<file path="config.mk">
export PLATFORM = sky130hd
export DESIGN_NAME = btb_predict_ctrl
export DESIGN_NICKNAME = d
export VERILOG_FILES = /design/src/rtl/btb_predict_ctrl.sv
export SDC_FILE = /design/constraint.sdc
export NUM_CORES = 1
export LEC_CHECK = 0
export CAP_MARGIN = 20
export CORE_MARGIN = 3
export CORE_UTILIZATION = 25
export CTS_CLUSTER_DIAMETER = 40
export DETAILED_ROUTE_END_ITERATION = 16
export PLACE_DENSITY = 0.45
export SLEW_MARGIN = 10
export SYNTH_ARGS = -nofsm -noshare
export SYNTH_HDL_FRONTEND = slang
export SYNTH_SLANG_ARGS = --single-unit
export TNS_END_PERCENT = 30
</file>
<file path="constraint.sdc">
create_clock -name clk -period 7.4 [get_ports clk]
set_input_delay 0.74 -clock clk [delete_from_list [all_inputs] [get_ports clk]]
set_output_delay 0.74 -clock clk [all_outputs]
set_load 0.02 [all_outputs]
</file>
<file path="src/rtl/btb_predict_ctrl.sv">
// Direct-mapped branch target buffer with 2-bit saturating counters, an init sweep after reset,
// and registered predictions. Optional macro BTB_BYPASS_EN forwards a same-index update into the lookup.
module btb_predict_ctrl #(
  parameter int         ENTRIES  = 16,
  parameter int         IDX_W    = 4,
  parameter logic [1:0] INIT_CNT = 2'b01
) (
  input  logic        clk,
  input  logic        rst,
  input  logic        if_valid,
  input  logic [31:0] if_pc,
  output logic        pred_valid,
  output logic        pred_hit,
  output logic        pred_taken,
  output logic [1:0]  pred_history,
  output logic [31:0] pred_target,
  input  logic        ex_valid,
  input  logic [31:0] ex_pc,
  input  logic        ex_taken,
  input  logic [31:0] ex_target,
  output logic        ready
);
  localparam int TAG_W = 32 - IDX_W - 2;

  typedef enum logic {INIT = 1'b0, RUN = 1'b1} state_t;

  state_t           state;
  logic [IDX_W-1:0] sweep;

  logic             tbl_valid  [ENTRIES];
  logic [TAG_W-1:0] tbl_tag    [ENTRIES];
  logic [31:0]      tbl_target [ENTRIES];
  logic [1:0]       tbl_cnt    [ENTRIES];

  logic [IDX_W-1:0] if_idx, ex_idx;
  logic [TAG_W-1:0] if_tag, ex_tag;
  logic             unused_pc_bits;

  assign if_idx         = if_pc[IDX_W+1:2];
  assign if_tag         = if_pc[31:IDX_W+2];
  assign ex_idx         = ex_pc[IDX_W+1:2];
  assign ex_tag         = ex_pc[31:IDX_W+2];
  assign unused_pc_bits = ^{if_pc[1:0], ex_pc[1:0]};

  // Next contents of the entry addressed by the EX update.
  logic             ex_hit, upd_we;
  logic [TAG_W-1:0] upd_tag;
  logic [31:0]      upd_target;
  logic [1:0]       upd_cnt;

  always_comb begin
    ex_hit     = tbl_valid[ex_idx] && (tbl_tag[ex_idx] == ex_tag);
    upd_we     = 1'b0;
    upd_tag    = tbl_tag[ex_idx];
    upd_target = tbl_target[ex_idx];
    upd_cnt    = tbl_cnt[ex_idx];
    if (state == RUN && ex_valid) begin
      if (ex_hit) begin
        upd_we = 1'b1;
        if (ex_taken) begin
          upd_cnt    = (tbl_cnt[ex_idx] == 2'b11) ? 2'b11 : tbl_cnt[ex_idx] + 2'b01;
          upd_target = ex_target;
        end else begin
          upd_cnt = (tbl_cnt[ex_idx] == 2'b00) ? 2'b00 : tbl_cnt[ex_idx] - 2'b01;
        end
      end else if (ex_taken) begin
        upd_we     = 1'b1;
        upd_tag    = ex_tag;
        upd_target = ex_target;
        upd_cnt    = 2'b10;
      end
    end
  end

  logic             look_valid, look_hit;
  logic [TAG_W-1:0] look_tag;
  logic [31:0]      look_target;
  logic [1:0]       look_cnt;

  always_comb begin
    look_valid  = tbl_valid[if_idx];
    look_tag    = tbl_tag[if_idx];
    look_target = tbl_target[if_idx];
    look_cnt    = tbl_cnt[if_idx];
`ifdef BTB_BYPASS_EN
    // Only an update that actually writes is forwarded.
    if (upd_we && (ex_idx == if_idx)) begin
      look_valid  = 1'b1;
      look_tag    = upd_tag;
      look_target = upd_target;
      look_cnt    = upd_cnt;
    end
`endif
    look_hit = (state == RUN) && look_valid && (look_tag == if_tag);
  end

  // Table storage has no reset; the INIT sweep establishes every entry.
  always_ff @(posedge clk) begin
    if (!rst) begin
      if (state == INIT) begin
        tbl_valid[sweep]  <= 1'b0;
        tbl_tag[sweep]    <= '0;
        tbl_target[sweep] <= '0;
        tbl_cnt[sweep]    <= INIT_CNT;
      end else if (upd_we) begin
        tbl_valid[ex_idx]  <= 1'b1;
        tbl_tag[ex_idx]    <= upd_tag;
        tbl_target[ex_idx] <= upd_target;
        tbl_cnt[ex_idx]    <= upd_cnt;
      end
    end
  end

  always_ff @(posedge clk) begin
    if (rst) begin
      state        <= INIT;
      sweep        <= '0;
      ready        <= 1'b0;
      pred_valid   <= 1'b0;
      pred_hit     <= 1'b0;
      pred_taken   <= 1'b0;
      pred_history <= 2'b00;
      pred_target  <= 32'h0;
    end else begin
      ready <= (state == RUN);
      case (state)
        INIT: begin
          sweep <= sweep + 1'b1;
          if (sweep == IDX_W'(ENTRIES - 1)) state <= RUN;
        end
        RUN:     state <= RUN;
        default: state <= INIT;
      endcase
      pred_valid <= if_valid;
      if (if_valid) begin
        pred_hit     <= look_hit;
        pred_taken   <= look_hit && look_cnt[1];
        pred_history <= look_hit ? look_cnt : 2'b00;
        pred_target  <= look_hit ? look_target : 32'h0;
      end
    end
  end
endmodule
</file>
[After elaboration in Yosys (flattened, before gate mapping)]
Memories as Yosys holds them, arrays and structs flattened.
Index checks and enable logic that the tools add are counted.
Operators by class
  add/sub/neg operators: 3
  equal/unequal tests: 6
  muxes and demuxes: 37
  bitwise gates (word level): 1
  reductions and logical operators: 11
Operators by type and width (number)
  $mux 32: 4
  $mux 26: 4
  $eq 26x26->1: 2
  $reduce_or 32->1: 1
  $reduce_or 26->1: 1
  $mux 1: 16
  $mux 2: 8
  $mux 4: 4
  $logic_and 1x1->1: 5
  $add 4x1->4 const B: 1
  $eq 4x4->1 const B: 1
  $reduce_and 3->1: 1
  $add 2x1->2 const B: 1
  $eq 2x2->1 const B: 1
  $logic_not 2->1: 1
  $ne 2x2->1 const B: 1
  $pmux 1 s2: 1
  $reduce_or 2->1: 1
  $sub 2x1->2 const B: 1
  $ne 1x1->1 const B: 1
  $not 1->1: 1
  $reduce_or 1->1: 1
Storage, ports and cells
  bits in registers: 43
  bits in writable memories: 976
  input port bits: 101
  output and inout port bits: 38
  logic and storage cells: 70
  memories kept: 4
Memory list
  tbl_target: depth 16, bits a word 32, read ports 1, clocked after memory_dff 0, wr ports 1, line 32  | logic [31:0] tbl_target [ENTRIES];
  tbl_tag: depth 16, bits a word 26, read ports 2, clocked after memory_dff 0, wr ports 1, line 31  | logic [TAG_W-1:0] tbl_tag [ENTRIES];
  tbl_cnt: depth 16, bits a word 2, read ports 2, clocked after memory_dff 0, wr ports 1, line 33  | logic [1:0] tbl_cnt [ENTRIES];
  tbl_valid: depth 16, bits a word 1, read ports 2, clocked after memory_dff 0, wr ports 1, line 30  | logic tbl_valid [ENTRIES];

[Depth between registers and ports, before layout]
Gate-level depths: netlist (run 1).
An unclocked memory read counts as a cell.
  depth after elaboration: 12
  mapped depth: 14
  gate-level depth less buffers: 8

[Worst setup path before layout (run 1)]
No wires, ideal clock.
  kind: input to register
  start: input ex_pc[4]
  end: memory tbl_cnt[3][0], enable pin
  library setup time: 460 ps
  data arrival time: 5550 ps
  data required time: 6940 ps
  setup slack: 1390 ps
  stages: 12
  cell sequence: clkbuf_1 > buf_2 > buf_2 > buf_1 > mux4_2 > xor2_1 > a211oi_1 > o211ai_1 > or3_1 > o31a_1 > buf_6 > o31ai_1
On the way
  longest elaborated chain between the ends: 11
RTL lines
  start: declaration: line 18  | input logic [31:0] ex_pc,
  $mem_v2 16x26
  $eq 26x26->1: line 52  | ex_hit = tbl_valid[ex_idx] && (tbl_tag[ex_idx] == ex_tag);
  $logic_and 1x1->1: line 52
  $mux 1: line 58  | if (ex_hit) begin
  $mux 1: line 57  | if (state == RUN && ex_valid) begin
  $mux 1: line 105  | end else if (upd_we) begin
  $mux 1: line 100  | if (state == INIT) begin
  $mux 1: line 99  | if (!rst) begin
  $mux 1 (implied by the code): line 109  | tbl_cnt[ex_idx] <= upd_cnt;
  $reduce_or 2->1 (no source line)
  $mux 4 (no source line) / $mux 1 (equally long branches)
  end: declaration: line 33
Several ways; a longest one is shown, not always the timed one.

[Worst setup path in the final report (run 1)]
  start: input ex_pc[2]
  end: memory tbl_tag[15][10] in the netlist's numbering (data pin)
On the way
  longest elaborated chain between the ends: 11
RTL lines
  $mem_v2 16x26
  $eq 26x26->1: line 52
  $logic_and 1x1->1: line 52
  $mux 1: line 58
  $mux 1: line 57
  $mux 1: line 105
  $mux 1: line 100
  $mux 1: line 99
  $mux 1 (implied by the code): line 107  | tbl_tag[ex_idx] <= upd_tag;
  $reduce_or 26->1 (no source line)
  $mux 26 (no source line) (*)
  end: declaration: line 31
Mark *: on every way between the ends. The rest lies on a longest branch, timed or not.

==> results of run 1 <==
[stage by stage]
step	instances	worst slack, ns	util [%]	hold WS [ns]
finish	4880	1.98	30.9	0.452
detailed placement	4597	1.23	28.0	0.442
global placement	4595	1.23	28.0	0.445
global route	4880	1.79	30.9	0.479
floorplan	2185	1.39	-	0.535
CTS	4872	2.08	30.9	0.454
[worst paths after layout]
path         slack [ns]            start         endpoint  cells after the start
max                1.98         ex_pc[2]  tbl_tag[15][10]                     11
min                0.45  pred_target[11]  pred_target[11]                      2
max reg2reg        2.57   tbl_tag[3][14]  tbl_tag[15][10]                      9
min reg2reg        0.45  pred_target[11]  pred_target[11]                      2
[placed cells by master (no fill, tap or decap), drive strengths merged, types with 46 or more instances in the layout]
cell	count
buf	123
clkbuf	175
clkdlybuf4s50	125
clkinv	50
edfxtp	976
inv	71
mux2i	54
mux4	412
nand2	87
nor2	46
o21ai	51
[power groups by stage]
| stage | sequential (W) | combinational [W] | clock [W] |
|---|---|---|---|
| floorplan | 0.00643 | 0.000456 | 0 |
| global placement | 0.00643 | 0.000773 | 0 |
| detailed placement | 0.00643 | 0.000776 | 0 |
| CTS | 0.00632 | 0.000778 | 0.00721 |
| global route | 0.00632 | 0.000807 | 0.00747 |
| finish | 0.00632 | 0.000759 | 0.00703 |
[area by class of cell]
class                   count  share of cell area (%)
well taps                2325                    5.40
clock inverters           102                    2.15
multi-input cells         966                    24.7
flip-flops and latches   1018                    56.0
repair buffers            250                    4.38
inverters                  46                   0.321
clock buffers             173                    7.09
[worst max-delay path, cell delays in order]
cell	delay (ns)
clkbuf_8	0.62
buf_12	0.30
mux4_2	0.55
mux4_2	0.57
xor2_1	0.22
a211oi_1	0.06
o211ai_1	0.30
buf_4	0.39
or3_1	0.74
o21ai_2	0.33
a221oi_2	0.97
[state kept, by name, indices dropped and copies added, names as in the netlist, 4 cells and up]
signal       cells
pred_target     32
sweep            4
tbl_cnt         32
tbl_tag        416
tbl_target     512
tbl_valid       16
[logic make-up after synthesis]
family	share of synthesized area, %
flops	68.5
mux	22.7
simple gates	2.84
buf+inv	2.04
compound gates	2.91
xor+xnor	1.01
fa+ha+maj	0.0284
[per-layer routing]
layer | share of wire, % | global-route usage [%] | up-vias
met5 | 0 | 0 | -
met4 | 2.6 | 4.82 | 0
met3 | 5.2 | 2.46 | 176
met2 | 49 | 24.4 | 802
met1 | 43 | 20.1 | 12900
li1 | - | - | 9793
==> metrics.md, run 1 <==
| Metric | Value |
|---|---|
| Worst Clk Skew | ~0.021 ns |
| Worst-path clk slew | roughly 0.05 ns |
| Post-synthesis cell area | 44000 um2 |
| Height of the die | ~430 um |
| Crit. End Element | register |
| Synth unique cells | 61 |
| Fin. Hold Viols | 0 |
| Status | finished clean |
| Clk pwr share | between 40% and 50% |
| Synth top area share | 66.6% |
| Yosys top cell by area | edfxtp_1 |
| Switching Share | a little under a quarter |
| Setup tns final | 0 ns |
| Post-synthesis sequential area ratio | around two thirds |
| Clock Tree Buf Depth | 3 |
| Worst-Margin Slew | 1.14 ns |
| DRC Markers | 0 |
| Worst min path class | register to register |
| Synth area leaders | edfxtp_1 (67%), mux4_2 (21%), dfxtp_1 (1.9%), mux2i_1 (1.2%), xnor2_1 (0.82%) |
| Post-CTS sizing | 0 |
| Most common cell in the synthesized netlist | edfxtp_1 |
| Core box area | 174000 um2 |
| RSZ-0062 raised after global routing | false |
| Final worst-path cycle share | approximately three quarters |
| Routed len/inst | ~28 um |
| Synthesized Nets | 2287 |
| Seq cells post-synth | roughly 1000 |
| Multi-input logic area | 13300 um2 |
| Largest net degree at the start of global routing | 70 |
| Fmax | 0.184 GHz |
| Cells after synthesis | approximately 2200 |
| RePlAce Congestion | roughly 0.8 |
| # hold bufs at CTS | 0 |
| Vias in the first global route | roughly 25000 |
| Gate power share | 5.4% |
| Seq. cell area | approximately 30000 um2 |
| Cell Int Power | 0.0109 W |
| Initial Utilization | around a quarter |
| Pwr dens | between 200 and 300 nW/um2 |
| Grt total ovfl | 0 |
| Register share of total power | 44.8% |
| Tmin final | ~5.4 ns |
| Syn. warnings | 0 |
| CTS root buf | clkbuf_16 |
| Tot Pwr | between 0.01 and 0.015 W |
| Final Cell Area | about 54000 um2 |
| H-tree Lvls | 4 |
| Synthesis-to-finish area growth | 22.4% |
| Dpl cell area | roughly 49000 um2 |
| Fraction of registers with async set/reset | 0% |
| Main flop type after synthesis | edfxtp_1 |
| Port Buf Inserts | about 130 |
| CP Launch Type | input port |
| Synth top cells by count | edfxtp_1 (976), mux4_2 (412), clkbuf_1 (90) |
| Dpl hpwl | around 76 mm |
| Slew Limit Headroom | between 20% and 30% |
| Global-route wire length before repair | around 190 mm |
| DRT Wirelength | about 130 mm |
| Initial antenna violation count | 3 |
| WP data arrival | a little under 6 ns |
| Clk_lat worst skew | roughly 0.77 ns |
| N_diodes | 0 |
| Pins Over Slew Limit | 0 |
| Max rail drop VDD | 0.206 mV |
| FP Rows | ~150 |
| Layout cell share with drive strength beyond 1 | between 30% and 40% |
| Drt initial violations | 2148 |
| CTS tree | built |
| Total number of vias | about 24000 |
| Die area | about 180000 um2 |
| Nets | between 2000 and 3000 |
| Syn_area_per_cell | 20.1 um2 |
| Post-synth EDFFs | around 980 |
| TritonRoute pass-1 iters | 5 |
| Die W | ~430 um |
| Ports | 139 |
| P_leak | 18.5 nW |
| Crit Path Class | input port to register |
| Post-route ant nets | 0 |
| Max Cap Viol | 0 |
| Routed vias/inst | just under 5 |
| TritonCTS buffer count | 148 |
| Num Clock Sinks | about 1000 |
| # Post-CTS Setup Buffers | 0 |
| Gr usage total | between 10% and 20% |
| Filler instances | between 15000 and 20000 |
| Crit Path Max Fanout | a little under 60 |
| Setup violators final | 0 |
| Required time of the critical path | roughly 7.8 ns |
| NetSw | around 0.0032 W |
Power figures use the tool's default switching activity.
==> run 2: changes to the inputs <==
- clock period: 7.4 -> 5.7 ns (I/O delays scaled with it)
==> run 2 against run 1 <==
Effect of this change:
- die area unchanged
- register-to-register slack got worse by 1.3 ns
- first-iteration DRC count decreased by 8.4%
- critical path depth increased by 1
- highest routed layer unchanged
- core utilization increased by 0.55 points
- routed wire length increased by 0.77%
- sequential cell count unchanged
- design area increased by 1.8%
- via count increased by 0.75%
- critical endpoint is now tbl_tag[1][19]
- combinational power increased by 32%
- critical path type unchanged
==> metrics.md, run 2 (same netlist as run 1, synthesis figures left out) <==
| Metric | Value |
|---|---|
| CTS root buf | clkbuf_16 |
| Required time of the critical path | 6.11 ns (-1.69 ns) |
| Dpl hpwl | 79.8 mm (+4.8%) |
| Cell Count, Final, Fillers Out | 4933 (+1.1%) |
| Tmin final | roughly 4.6 ns |
| Max Cap Viol | 0 (unchanged) |
| Slew Limit Headroom | 26.3% (+2.1 points) |
| CTS tree | built |
| Most common cell after layout, fill and taps aside | edfxtp_1 |
| Fin. Hold Viols | 0 (unchanged) |
| Worst hold stages | 2 (unchanged) |
| Biggest regs | tbl_target: 512 flops, tbl_tag: 416 flops |
| # Post-CTS Setup Buffers | 0 (unchanged) |
| RePlAce Congestion | 0.823 (+4.1%) |
| Die area | 181000 um2 (unchanged) |
| Die W | 426 um (unchanged) |
| Worst min path class | register to register |
| Min-delay src | pred_target[12] |
| Cell count of the worst reg-to-reg path | 10 (+1) |
| Port Buf Inserts | 134 (unchanged) |
| Layout cell share with drive strength beyond 1 | 34.1% (+1.3 points) |
| Synthesis-to-finish area growth | 24.6% |
| Final Cell Area | 54800 um2 (+1.8%) |
| Total number of vias | 23900 (+0.75%) |
| Biggest register | tbl_target |
| CP Launch Type | input port |
| Vias in the first global route | 25600 (+1.7%) |
| RSZ-0062 raised after global routing | false |
| Fmax | approximately 0.22 GHz |
| Grt total ovfl | 0 (unchanged) |
| Commonest non-fill, non-tap cells in the layout | edfxtp_1 (976), mux4_2 (412), clkbuf_16 (156) |
| Largest net degree at the start of global routing | 51 (-27%) |
| Filler instances | 16700 (-0.30%) |
| Hold_ws | 0.454 ns (+0.00195 ns) |
| Clk_lat worst skew | 0.77 ns (about the same) |
| Crit Path Max Fanout | 34 (-42%) |
| Reg2reg start | tbl_tag[7][4] |
| TritonCTS buffer count | 155 (+4.7%) |
| DRC Markers | 0 (unchanged) |
| Pins Over Slew Limit | 0 (unchanged) |
| Placed cells | 4632 (+0.76%) |
| Routed vias/inst | 4.84 (-0.34%) |
| Num Clock Sinks | 1018 (unchanged) |
| Worst-path clk slew | 0.06 ns (about the same) |
| Initial antenna violation count | 3 (unchanged) |
| TritonRoute pass-1 iters | 7 (+2) |
| Max rail drop VDD | 0.255 mV (+24%) |
| FP Rows | 153 (unchanged) |
| Max reg flops | 512 (unchanged) |
| Pwr dens | 348 nW/um2 (+33%) |
| Height of the die | 426 um (unchanged) |
| Core box area | 174000 um2 (unchanged) |
| Clock Tree Buf Depth | 3 (unchanged) |
| Post-CTS sizing | 0 (unchanged) |
| Status | finished clean |
| Final worst-path cycle share | between 80% and 90% |
| DRT Wirelength | 136 mm (+0.77%) |
| CP startpoint | ex_pc[2] |
| Routed len/inst | 27.5 um (-0.31%) |
| Initial Utilization | 25.2% (unchanged) |
| Gr usage total | 15.0% (+0.097 points) |
| Ports | 139 (unchanged) |
| Drt initial violations | 1968 (-8.4%) |
| Global-route wire length before repair | 193 mm (+0.93%) |
| Crit. End Element | register |
| H-tree Lvls | 4 (unchanged) |
| Crit Path Class | input port to register |
| # hold bufs at CTS | 0 (unchanged) |
| Worst-Margin Slew | 1.11 ns (-0.0313 ns) |
| P_leak | 19.0 nW (+2.6%) |
| Nets | 2575 (+1.7%) |
| Post-route ant nets | 0 (unchanged) |
| Worst Clk Skew | 0.0299 ns (+0.00898 ns) |
| WP data arrival | 4.99 ns (-0.84 ns) |
| Setup violators final | 0 (unchanged) |
| Dpl cell area | 49300 um2 (+0.97%) |
run 2: cell count changes in the layout (fill, tap and decap cells not counted), sizes merged:
cell / previous run / this run
diode: 0 / 1
inv: 71 / 79
clkbuf: 175 / 181
buf: 123 / 159
bufinv: 14 / 25
clkinvlp: 13 / 10
clkinv: 50 / 44
run 2: final timing paths:
path	endpoint	slack, ns
max reg2reg	tbl_tag[1][19]	1.23
min	pred_target[12]	0.45
max	tbl_tag[1][19]	1.11
min reg2reg	pred_target[12]	0.45
run 2: worst max-delay path, stage by stage:
cell and delay (ns):
clkbuf_8 0.44, buf_12 0.35, mux4_2 0.55, mux2i_1 0.23, mux2i_1 0.25, xnor2_1 0.21, a2111oi_0 0.51, nand4_1 0.22
o31a_2 0.58, buf_12 0.27, o31ai_4 0.30, buf_4 0.41
run 2: routing by layer:
| layer | vias to the layer above | global-route usage (%) | part of all wire, % |
|---|---|---|---|
| li1 | 9877 | - | - |
| met1 | 13000 | 19.9 | 42 |
| met4 | 0 | 4.20 | 2.5 |
| met5 | - | 0 | 0 |
| met3 | 200 | 3.27 | 6.0 |
| met2 | 830 | 24.6 | 49 |
run 2: final cells by class:
| class | count | area, um2 | area share [%] |
|---|---|---|---|
| diodes | 1 | 2.50 | 0.00456 |
| inverters | 46 | 173 | 0.315 |
| flip-flops and latches | 1018 | 30100 | 55.0 |
| well taps | 2325 | 2910 | 5.31 |
| multi-input cells | 966 | 13300 | 24.3 |
| repair buffers | 286 | 2850 | 5.20 |
| clock buffers | 179 | 4010 | 7.31 |
| clock inverters | 112 | 1430 | 2.61 |
run 2: metrics by stage:
step / power (W) / setup WS [ns] / TNS, ns / util (%)
2_1_floorplan: 0.00894 / -0.140 / -19.35 / -
3_3_place_gp: 0.00937 / 0.325 / 0 / 28.3
3_5_place_dp: 0.00937 / 0.299 / 0 / 28.3
4_1_cts: 0.0193 / 1.06 / 0 / 31.4
5_1_grt: 0.0197 / 0.917 / 0 / 31.4
6_report: 0.0191 / 1.11 / 0 / 31.4
run 2: power breakdown:
group / switching, W / internal [W] / leakage [nW]
Clock: 0.00363 / 0.00627 / 2.63
Combinational: 0.000571 / 0.000434 / 5.51
Sequential: 0.0000278 / 0.00817 / 10.8
Total: 0.00422 / 0.0149 / 19.0
==> run 3: changes to the inputs <==
- clock period: 5.7 -> 4.8 ns (I/O delays scaled with it)
==> run 3 against run 2 <==
Effect of this change:
- combinational power rose by 22%
- global-route usage fell by 0.15 points
- setup slack got worse by 0.68 ns
- count of clock-buffer cells in the layout down 19
- routed wire length shrank 0.43%
- die area stayed put
- clock power rose by 8%
- non-clock buffer count is 47 higher
- sequential share of layout area up 0.089 points
- clock skew down 0.0025 ns
- critical path type is now register to register
- critical endpoint is now tbl_tag[12][25]
==> metrics.md, run 3 (same netlist as run 1, synthesis figures left out) <==
| Metric | Value |
|---|---|
| FP Rows | 153 (unchanged) |
| Reg2reg start | tbl_tag[7][4] |
| Critical path buffers and inverters | 2 (-2) |
| Routed len/inst | 27.3 um (-0.68%) |
| Max reg flops | 512 (unchanged) |
| Worst hold stages | 2 (unchanged) |
| Final Cell Area | 54700 um2 (-0.16%) |
| Initial Utilization | 25.2% (unchanged) |
| Nets | 2606 (+1.2%) |
| # hold bufs at CTS | 0 (unchanged) |
| Cell Chain, Critical Path | mux4_2, mux2i_1, a221oi_1, buf_4, a2111oi_0, nand4_1, o31a_2, buf_4, a221oi_2 |
| RSZ-0062 raised after global routing | false |
| RePlAce Congestion | 0.812 (-1.4%) |
| WP data arrival | 4.75 ns (-0.24 ns) |
| Max rail drop VDD | 0.364 mV (+43%) |
| Clk_lat worst skew | 0.74 ns (-0.03 ns) |
| CTS tree | built |
| Post-CTS sizing | 0 (unchanged) |
| P_leak | 18.9 nW (-0.22%) |
| Largest net degree at the start of global routing | 69 (+35%) |
| Grt total ovfl | 0 (unchanged) |
| H-tree Lvls | 4 (unchanged) |
| Height of the die | 426 um (unchanged) |
| Gr usage total | 14.8% (-0.15 points) |
| Crit Path Max Fanout | 16 (-53%) |
| Worst Clk Skew | 0.0274 ns (-0.00249 ns) |
| # Post-CTS Setup Buffers | 0 (unchanged) |
| Status | finished clean |
| CP most frequent cell | buf_4 |
| Num Clock Sinks | 1018 (unchanged) |
| Biggest register | tbl_target |
| Core box area | 174000 um2 (unchanged) |
| Global-route wire length before repair | 191 mm (-1.3%) |
| TritonCTS buffer count | 139 (-10%) |
| CP Launch Type | register |
| Routed vias/inst | 4.82 (-0.34%) |
| Max Cap Viol | 0 (unchanged) |
| Min-delay src | pred_target[24] |
| Fin. Hold Viols | 0 (unchanged) |
| Setup violators final | 0 (unchanged) |
| Slew Limit Headroom | 23.1% (-3.2 points) |
| Total number of vias | 23900 (-0.10%) |
| Drt initial violations | 1966 (-0.10%) |
| Slowest cell on the critical path | a221oi_2 |
| Dpl hpwl | 82.0 mm (+2.7%) |
| Final worst-path cycle share | about 90% |
| Pwr dens | 395 nW/um2 (+13%) |
| Post-route ant nets | 0 (unchanged) |
| Required time of the critical path | 5.19 ns (-0.92 ns) |
| Commonest non-fill, non-tap cells in the layout | edfxtp_1 (976), mux4_2 (412), buf_4 (157) |
| TritonRoute pass-1 iters | 5 (-2) |
| Reg2reg setup slack | 0.44 ns (-0.79 ns) |
| Dpl cell area | 49900 um2 (+1.2%) |
| Min-Delay Endpoint | pred_target[24] |
| Worst-Margin Slew | 1.15 ns (+0.0479 ns) |
| Worst min path class | register to register |
| Biggest regs | tbl_target: 512 flops, tbl_tag: 416 flops |
| Setup tns final | 0 ns (unchanged) |
| Vias in the first global route | 25400 (-1.1%) |
| Crit path largest cell delay | 0.76 ns (+0.18 ns) |
| Reg2reg end | tbl_tag[12][25] |
| Ports | 139 (unchanged) |
| Pins Over Slew Limit | 0 (unchanged) |
| Crit. End Element | register |
| Die area | 181000 um2 (unchanged) |
| Layout cell share with drive strength beyond 1 | 34.6% (+0.57 points) |
| DRT Wirelength | 135 mm (-0.43%) |
| Crit Path Class | register to register |
| Clock Tree Buf Depth | 3 (unchanged) |
| Hold_ws | 0.457 ns (+0.00296 ns) |
| Initial antenna violation count | 5 (+2) |
| Fmax | between 0.2 and 0.25 GHz |
| Synthesis-to-finish area growth | 24.4% |
| Tot Pwr | 0.0216 W (+13%) |
| Critical path's top delay family | compound AO/OA/AOI/OAI gates |
| Port Buf Inserts | 134 (unchanged) |
| Die W | 426 um (unchanged) |
| CTS root buf | clkbuf_16 |
| Worst-path clk slew | 0.06 ns (about the same) |
| Tmin final | approximately 4.4 ns |
| DRC Markers | 0 (unchanged) |
| Most common cell after layout, fill and taps aside | edfxtp_1 |
| Cell count of the worst reg-to-reg path | 9 (-1) |
[run 3: cell count changes in the layout (fill, tap and decap cells not counted), moves of 3 or more]
cell,change
buf_12,+13
buf_4,+35
bufinv_16,-6
clkbuf_1,-7
clkbuf_16,-10
clkinv_8,+3
inv_16,-3
inv_8,-8
[run 3: how the worst max path moves through the flow]
stage | startpoint | endpoint | depth (start not counted)
after detailed placement | ex_pc[2] | tbl_tag[4][0] | 12
after floorplan | ex_pc[4] | tbl_cnt[12][0] | 13
after global routing | tbl_tag[5][4] | tbl_tag[12][25] | 9
after global placement | ex_pc[2] | tbl_tag[4][0] | 10
after CTS | tbl_tag[4][4] | tbl_tag[5][0] | 9
final | tbl_tag[7][4] | tbl_tag[12][25] | 9
[run 3: final cells by class]
| cell class | count | area (um2) |
|---|---|---|
| Clock inverter | 96 | 1140 |
| Multi-Input combinational cell | 966 | 13300 |
| Tap cell | 2325 | 2910 |
| Antenna cell | 1 | 2.50 |
| Fill cell | 16700 | 120000 |
| Inverter | 46 | 173 |
| Timing Repair Buffer | 333 | 3370 |
| Sequential cell | 1018 | 30100 |
| Clock buffer | 160 | 3710 |
[run 3: power by group]
group,switching [W],total [W],internal [W]
combinational,0.000683,0.00122,0.000535
clock,0.00402,0.0107,0.00663
sequential,0.0000328,0.00973,0.00970
[run 3: worst register-to-register path, cell delays in order (launching register included)]
cell and delay (ns):
edfxtp_1 0.38, mux4_2 0.48, mux2i_1 0.45, a221oi_1 0.30, buf_4 0.20, a2111oi_0 0.51, nand4_1 0.29, o31a_2 0.45
buf_4 0.19, a221oi_2 0.76
[run 3: layer usage]
layer / vias to the layer above / GRT usage [%] / wire, um
met2: 730 / 24.1 / 65200
met5: - / 0 / 13
met1: 13000 / 19.5 / 57600
li1: 9938 / - / -
met3: 222 / 3.11 / 7590
met4: 2 / 5.45 / 4660
[run 3: per-stage QoR]
stage          cells  worst slack (ns)  utilization [%]
5_1_grt         4944            0.0864             31.4
3_3_place_gp    4686            -0.180             28.6
4_1_cts         4942             0.353             31.4
2_1_floorplan   2185            -0.303                -
6_report        4945             0.437             31.4
3_5_place_dp    4686            -0.222             28.6
==> edit (config.mk and constraints of run 1) <==
The output `pred_valid` loses its register stage (`pred_valid` becomes a continuous assignment).
--- a/src/rtl/btb_predict_ctrl.sv
+++ b/src/rtl/btb_predict_ctrl.sv
@@ -118,3 +118,2 @@
       ready        <= 1'b0;
-      pred_valid   <= 1'b0;
       pred_hit     <= 1'b0;
@@ -133,3 +132,2 @@
       endcase
-      pred_valid <= if_valid;
       if (if_valid) begin
@@ -142,2 +140,4 @@
   end
+
+  assign pred_valid = if_valid;
 endmodule
Check against the original RTL: not settled (the Yosys comparison gave no result); the edit may change what the design does.
==> edit against run 1 <==
Clock power up 11%. Sequential power about the same. Area after synthesis down 0.47%. Utilization up 0.49 points. Worst hold slack worse by 0.0048 ns. Count of clock-buffer cells in the layout up 12. Final area up 0.70%. Sequential cell count down 1. Power up 5.2%. Clock skew up 0.0083 ns. Wire length down 1.7%. Worst setup slack better by 0.30 ns.
==> edit: results (changes against run 1) <==
grt:
  grt_use_met2_pct: 25.31  # was 24.39%
  use_met1_pct: 18.74  # was 20.06%
  grt_pass1_wl_um: 188700  # was 191500 um
  antenna_found_initial: 6  # was 3
  grt_max_degree: 137  # was 70
setup_path:
  endpoint: "tbl_tag[11][20]$_DFFE_PP_"  # was tbl_tag[15][10]$_DFFE_PP_
  rrSetupSlack_ns: 2.90  # was 2.57 ns
  cp.required_ns: 7.86  # was 7.80 ns
  critPathMaxStageDelay_ns: 0.70  # was 0.97 ns
  crit_fanout: 70  # was 59
  worst_path_max_delay_cell: "o22ai_4"  # was a221oi_2
drt:
  wl_met3_um: 6515  # was 7024 um
  dr_wl_met2_um: 67560  # was 65910 um
  wl_met1_um: 55130  # was 58110 um
  routed-via-count: 23610  # was 23700
  first_pass_iters: 6  # was 5
  wirelength_um: 132300  # was 134600 um
outcome:
  outcome: "finished clean"  # unchanged
place:
  dp_slack_ns: 1.422  # was 1.234 ns
  globalplace.congestion: 0.7776  # was 0.7911
  dp.final_hpwl_um: 75280  # was 76160 um
synthesis:
  synth_compound_area_share_pct: 2.574  # was 2.906%
  syn_nets: 2288  # was 2287
  synthXorXnorAreaFrac_pct: 0.9998  # was 1.015%
  synth_mux_area_share_pct: 22.29  # was 22.67%
finish:
  n_fill_cell: 16580  # was 16800
  nets: 2554  # was 2532
clock_network:
  cts_buffers: 164  # was 148
power_and_ir_drop:
  peakVddDrop_mv: 0.2574  # was 0.2063 mV
  clock_power_share_pct: 52.4  # was 49.8%
  leakage_nw: 18.83  # was 18.51 nW
sta:
  fin_skew_ns: 0.02926  # was 0.02093 ns
  fmax_mhz: 195.1  # was 184.3 MHz
-- edit: cell count changes after synthesis, moves of 19 or more --
cell / delta
and2_1: +32
and3_1: -36
mux4_2: -30
nand2_1: +20
nand3_1: +20
xnor2_1: -19
-- edit: final cells by class --
| class | instances | area, um2 | share of cell area (%) |
|---|---|---|---|
| clock buffer | 185 | 4265 | 7.862 |
| clock inverter | 121 | 1414 | 2.606 |
| inverter | 42 | 157.7 | 0.2906 |
| multi-input combinational | 987 | 13150 | 24.24 |
| sequential | 1017 | 30130 | 55.54 |
| tap | 2310 | 2890 | 5.328 |
| timing repair buffer | 240 | 2242 | 4.133 |
-- edit: per-stage QoR --
stage	instances	instance area, um2	total power [mW]	util [%]	hold WS, ns
final	4902	54250	14.83	31.38	0.4472
after global routing	4902	54250	15.33	31.38	0.4716
after CTS	4901	54220	15.02	31.37	0.4528
after detailed placement	4595	48540	7.193	28.08	0.4417
after global placement	4584	48460	7.186	28.03	0.4320
after floorplan	2186	43800	6.870	-	0.4893
